==> config.mk <==
export PLATFORM = sky130hd
export DESIGN_NAME = sdram_bridge
export DESIGN_NICKNAME = d
export VERILOG_FILES = /design/src/rtl/sdram_bridge.sv
export SDC_FILE = /design/constraint.sdc
export NUM_CORES = 1
export LEC_CHECK = 0
export CAP_MARGIN = 20
export CORE_ASPECT_RATIO = 1.4
export CORE_UTILIZATION = 40
export CTS_CLUSTER_DIAMETER = 150
export DETAILED_ROUTE_END_ITERATION = 8
export MAX_ROUTING_LAYER = met4
export PLACE_DENSITY = 0.85
export SKIP_LAST_GASP = 1
export SYNTH_ARGS = -nofsm -noshare
export SYNTH_HDL_FRONTEND = slang
export SYNTH_SLANG_ARGS = --single-unit
==> constraint.sdc <==
create_clock -name I_clk -period 8.64 [get_ports I_clk]
set_clock_uncertainty 0.05 [all_clocks]
set_input_delay 1.728 -clock I_clk [delete_from_list [all_inputs] [get_ports I_clk]]
set_output_delay 1.728 -clock I_clk [all_outputs]
set_load 0.02 [all_outputs]
==> src/rtl/sdram_bridge.sv <==
// Plasma CPU memory port to SDRAM controller bridge: word/byte access translation,
// read-modify-write for partial stores, refresh scheduling. Optional read buffer: SDRAM_BRIDGE_RDBUF_EN.
module sdram_bridge #(
    parameter int REFRESH_CYCLES = 720
) (
    input  logic        I_clk,
    input  logic        I_rst,
    input  logic        I_cpu_select,
    input  logic [29:0] I_cpu_address,
    input  logic [3:0]  I_cpu_byte_we,
    input  logic [31:0] I_cpu_data_w,
    output logic [31:0] O_cpu_data_r,
    output logic        O_cpu_pause,
    output logic        O_sdram_read,
    output logic        O_sdram_write,
    output logic        O_sdram_refresh,
    output logic [22:0] O_sdram_address,
    output logic [31:0] O_sdram_data,
    input  logic [31:0] I_sdram_data,
    input  logic        I_sdram_ready,
    input  logic        I_sdram_busy
);
    localparam int CW = $clog2(REFRESH_CYCLES + 1);
    localparam logic [CW-1:0] RELOAD = CW'(REFRESH_CYCLES - 1);

    typedef enum logic [2:0] {
        IDLE, REF_ISSUE, REF_WAIT, RD_ISSUE, RD_WAIT, WR_ISSUE, WR_WAIT, DONE
    } state_t;

    state_t          state_q, state_d;
    logic [CW-1:0]   ref_cnt_q, ref_cnt_d;
    logic            ref_pending_q, ref_pending_d;
    logic            first_q, first_d;
    logic [22:0]     addr_q, addr_d;
    logic [3:0]      be_q, be_d;
    logic [31:0]     wdata_q, wdata_d;
    logic [31:0]     rdata_q, rdata_d;
    logic [31:0]     merged;
    logic            ref_due;
    logic            rd_stb, wr_stb, ref_stb;
    logic            buf_hit;
    logic [31:0]     buf_rdata;
    logic            unused_addr_bits;

    assign unused_addr_bits = ^I_cpu_address[29:23];

    // An expiry this cycle counts as pending so a colliding CPU select loses to refresh.
    assign ref_due = ref_pending_q || (ref_cnt_q == '0);

    for (genvar gi = 0; gi < 4; gi++) begin : g_merge
        assign merged[gi*8 +: 8] = be_q[gi] ? wdata_q[gi*8 +: 8] : I_sdram_data[gi*8 +: 8];
    end

`ifdef SDRAM_BRIDGE_RDBUF_EN
    logic        buf_valid_q;
    logic [22:0] buf_addr_q;
    logic [31:0] buf_data_q;

    assign buf_hit   = buf_valid_q && (buf_addr_q == I_cpu_address[22:0]) && (I_cpu_byte_we == 4'd0);
    assign buf_rdata = buf_data_q;

    // Holds the last word seen on the SDRAM side; writes refresh it with the merged value.
    always_ff @(posedge I_clk or posedge I_rst) begin
        if (I_rst) begin
            buf_valid_q <= 1'b0;
            buf_addr_q  <= '0;
            buf_data_q  <= '0;
        end else if (state_q == RD_WAIT && I_sdram_ready) begin
            buf_valid_q <= 1'b1;
            buf_addr_q  <= addr_q;
            buf_data_q  <= I_sdram_data;
        end else if (state_q == WR_WAIT && !first_q && !I_sdram_busy) begin
            buf_valid_q <= 1'b1;
            buf_addr_q  <= addr_q;
            buf_data_q  <= wdata_q;
        end
    end
`else
    assign buf_hit   = 1'b0;
    assign buf_rdata = '0;
`endif

    always_ff @(posedge I_clk or posedge I_rst) begin
        if (I_rst) begin
            state_q       <= IDLE;
            ref_cnt_q     <= RELOAD;
            ref_pending_q <= 1'b0;
            first_q       <= 1'b0;
            addr_q        <= '0;
            be_q          <= '0;
            wdata_q       <= '0;
            rdata_q       <= '0;
        end else begin
            state_q       <= state_d;
            ref_cnt_q     <= ref_cnt_d;
            ref_pending_q <= ref_pending_d;
            first_q       <= first_d;
            addr_q        <= addr_d;
            be_q          <= be_d;
            wdata_q       <= wdata_d;
            rdata_q       <= rdata_d;
        end
    end

    always_comb begin
        state_d       = state_q;
        ref_cnt_d     = (ref_cnt_q == '0) ? RELOAD : ref_cnt_q - 1'b1;
        ref_pending_d = (ref_pending_q && !ref_stb) || (ref_cnt_q == '0);
        first_d       = wr_stb || ref_stb;
        addr_d        = addr_q;
        be_d          = be_q;
        wdata_d       = wdata_q;
        rdata_d       = rdata_q;
        unique case (state_q)
            IDLE: begin
                if (ref_due) begin
                    state_d = REF_ISSUE;
                end else if (I_cpu_select) begin
                    addr_d  = I_cpu_address[22:0];
                    be_d    = I_cpu_byte_we;
                    wdata_d = I_cpu_data_w;
                    if (buf_hit) begin
                        rdata_d = buf_rdata;
                        state_d = DONE;
                    end else if (I_cpu_byte_we == 4'hF) begin
                        state_d = WR_ISSUE;
                    end else begin
                        state_d = RD_ISSUE;
                    end
                end
            end
            REF_ISSUE: if (!I_sdram_busy) state_d = REF_WAIT;
            REF_WAIT:  if (!first_q && !I_sdram_busy) state_d = IDLE;
            RD_ISSUE:  if (!I_sdram_busy) state_d = RD_WAIT;
            RD_WAIT: begin
                if (I_sdram_ready) begin
                    rdata_d = I_sdram_data;
                    if (be_q == 4'd0) begin
                        state_d = DONE;
                    end else begin
                        wdata_d = merged;
                        state_d = WR_ISSUE;
                    end
                end
            end
            WR_ISSUE:  if (!I_sdram_busy) state_d = WR_WAIT;
            WR_WAIT:   if (!first_q && !I_sdram_busy) state_d = DONE;
            DONE:      state_d = IDLE;
            default:   state_d = IDLE;
        endcase
    end

    always_comb begin
        rd_stb  = 1'b0;
        wr_stb  = 1'b0;
        ref_stb = 1'b0;
        case (state_q)
            REF_ISSUE: ref_stb = !I_sdram_busy;
            RD_ISSUE:  rd_stb  = !I_sdram_busy;
            WR_ISSUE:  wr_stb  = !I_sdram_busy;
            default: ;
        endcase
    end

    assign O_sdram_read    = rd_stb;
    assign O_sdram_write   = wr_stb;
    assign O_sdram_refresh = ref_stb;
    assign O_sdram_address = addr_q;
    assign O_sdram_data    = wdata_q;
    assign O_cpu_data_r    = rdata_q;
    assign O_cpu_pause     = I_cpu_select && (state_q != DONE);

endmodule
==> out/summary.txt <==
Status: finished clean
Count leader, synth: dfrtp_1
Fin. Hold Viols: 0
WHS: 0.4204 ns
Dominant cells by area after synthesis: dfrtp_1 (51%), mux2_2 (22%), mux2_4 (6.2%)
Non-Filler Instances: 672
RSZ-0062 raised after global routing: no
IO Count: 194
Placed Instances: 656
Worst Hold Launch: ref_cnt_q[0]$_DFF_PP1_
Power Dens Cells: 378.4 nW/um2
Total negative setup slack: 0 ns
Clock sink total: 106
Overall Global Routing Usage: 19.94%
Full die area: 12,590 um2
Max-slew violations: 0
Root Buffer: clkbuf_16
Capturing point of the worst reg2reg path: O_sdram_address[2]$_DFFE_PP0P_
Detailed Route WL: 11.52 mm
Synth Register Bits: 106
Final nets: 625
Design area: 7201 um2
Core footprint: 11,820 um2
Initial DRC count: 76
Final setup viols: 0
DP HPWL: 8.537 mm
Post-Syn Area per Cell: 14.53 um2
Global route overflow: 0
Seq/Total Area, Yosys: 54.82%
Placed Area: 6852 um2
Horiz. Die Dim: 95.11 um
IO Port Bufs: 186
Max_cap viols: 0
Slowest CP cell: clkdlybuf4s50_1
Worst-skew pair later-pin latency: 0.34 ns
Reg-to-Reg Start: ref_cnt_q[0]$_DFF_PP1_
CTS Buffer Depth: 2
Routed WL per cell: 17.14 um
Antenna violations before repair: 0
CTS clk-pin slew, worst paths: 0.07 ns
Main synth FF type: dfrtp_1
Crit end category: output port
Leak Pwr: 2.989 nW
Layout cells sized above 1: 30.29%
DRC Markers: 0
Distinct cells, synth: 47
CP Max Fanout: 5
Hold Path End: ref_cnt_q[0]$_DFF_PP1_
Reg2Reg Depth: 6
Period utilisation layout: 60.46%
Critical-path cell list: clkdlybuf4s50_1 > or3b_2 > nor2_1 > clkdlybuf4s50_1
Drt pass-1 iters: 4
Die Y: 132.4 um
Setup CP Type: input port to output port
Cts hold-fix bufs: 0
Area Overhead vs Synth: 48.32%
Worst Hold Class: flop to flop
Syn Std Cell Area: 4855 um2
Cell taking the most area after synthesis: dfrtp_1
Startpoint types: input port
Worst endpoint required time: 6.86 ns
Row cnt: 47
Pin count of the biggest net entering global routing: 76
Post_cts resized: 0
Filler Cells Inserted: 929
Peak VDD IR: 231.6 uV
Max_slew headroom: 37.22%
Synth cell count leaders: dfrtp_1 (99), mux2_2 (97), mux2_4 (20)
Number of global-route vias before repair: 3,839
Via count: 3,417
Placer congestion estimate: 0.7605
Most frequent CP cell: clkdlybuf4s50_1
Flip-flop and latch area: 2661 um2
Post-CTS setup buffer count: 0
Syn. warnings: 0
Mapped Nets: 439
First-pass GRT wire length: 18.64 mm
Final antenna-violating net count: 0
Area of the multi-input gates: 2097 um2
Starting Density: 41.07%
CP peak stage delay: 0.63 ns
Critical path arrival: 3.45 ns
Clock buffer count from CTS: 9
N_diodes: 0
Max Freq: 191.4 MHz
Final Critical Period: 5.223 ns
H-tree Lvls: 3
Via density: 5.085
Worst slew pin tran: 0.9417 ns
Hold Crit Depth: 1
TritonCTS clock tree: yes
Post-synth EDFFs: 0
R2R Setup Slk: 6.22 ns
Cell count after synthesis: 334
Share of Yosys cell area claimed by the top area cell type: 51.03%
Async S/R FF share, synth: 100.0%
[state kept, by name (all words and copies together), names as in the netlist]
signal           cells
first_q              1
ref_pending_q        1
be_q                 4
ref_cnt_q           10
O_sdram_data        32
O_sdram_address     23
state_q              3
O_cpu_data_r        32
[worst max-delay path by stage]
stage | from | to | slack (ns) | cells past startpoint
finish | I_sdram_busy | O_sdram_write | 3.42 | 4
global placement | I_sdram_busy | O_sdram_refresh | 3.43 | 4
CTS | I_sdram_busy | O_sdram_refresh | 3.42 | 4
detailed placement | I_sdram_busy | O_sdram_refresh | 3.44 | 4
floorplan | I_rst | O_cpu_data_r[0]$_DFFE_PP0P_ | 4.08 | 1
global route | I_sdram_busy | O_sdram_refresh | 3.37 | 4
[layout by cell type, fill, tap and decap left out, types with 6 or more instances in the layout]
| cell type | synthesis | layout |
|---|---|---|
| mux2_1 | 7 | 7 |
| dfrtp_1 | 99 | 99 |
| mux2_2 | 97 | 97 |
| o21ai_0 | 10 | 10 |
| mux2_4 | 20 | 20 |
| nand2_1 | 7 | 7 |
| clkdlybuf4s50_1 | 0 | 186 |
| nor2_1 | 14 | 14 |
| a21oi_1 | 6 | 6 |
| clkbuf_16 | 0 | 9 |
| dfstp_2 | 7 | 7 |
[critical path, delay by kind of cell]
family,cells,cell delay (ns)
simple gates,2,0.64
buf+inv,2,1.08
[metal layers]
layer	vias to the layer above	part of all wire [%]	routed length (um)	global-route usage, %
met5	-	0	0	-
met4	0	3.3	385	8.670
met3	30	5.3	612	4.210
met2	133	54	6231	34.13
met1	1671	37	4292	21.81
li1	1583	-	-	-
[power by group]
part | total, mW | switching, mW | internal (mW)
registers | 0.867 | 0.141 | 0.726
logic | 1.39 | 0.621 | 0.767
clock network | 0.469 | 0.183 | 0.286
total | 2.72 | 0.946 | 1.78
[per-stage QoR]
stage	worst slack, ns	utilization (%)	power (mW)
floorplan	4.085	-	1.681
global placement	3.430	57.97	2.228
detailed placement	3.441	57.97	2.274
CTS	3.425	60.92	2.755
global route	3.371	60.92	2.866
finish	3.417	60.92	2.725
[layout make-up]
cell class              count  area share [%]
flip-flops and latches    106           36.96
clock buffers               9           3.128
inverters                   6          0.3475
well taps                 147           2.554
repair buffers            189           26.17
clock inverters             7           1.720
multi-input cells         208           29.12
[logic make-up (layout without fill, tap and decap cells)]
logic type / after synthesis / in the layout / share of synthesized area [%]
multiplexers: 124 / 124 / 30.31
flip-flops: 106 / 106 / 54.82
AND/OR/NAND/NOR: 47 / 47 / 5.722
AO/OA/AOI/OAI: 32 / 32 / 6.109
buffers and inverters: 20 / 211 / 1.984
XOR/XNOR: 3 / 3 / 0.5413
adder cells (fa/ha/maj): 2 / 2 / 0.5154
No activity file was read; power rests on OpenSTA's default activity.
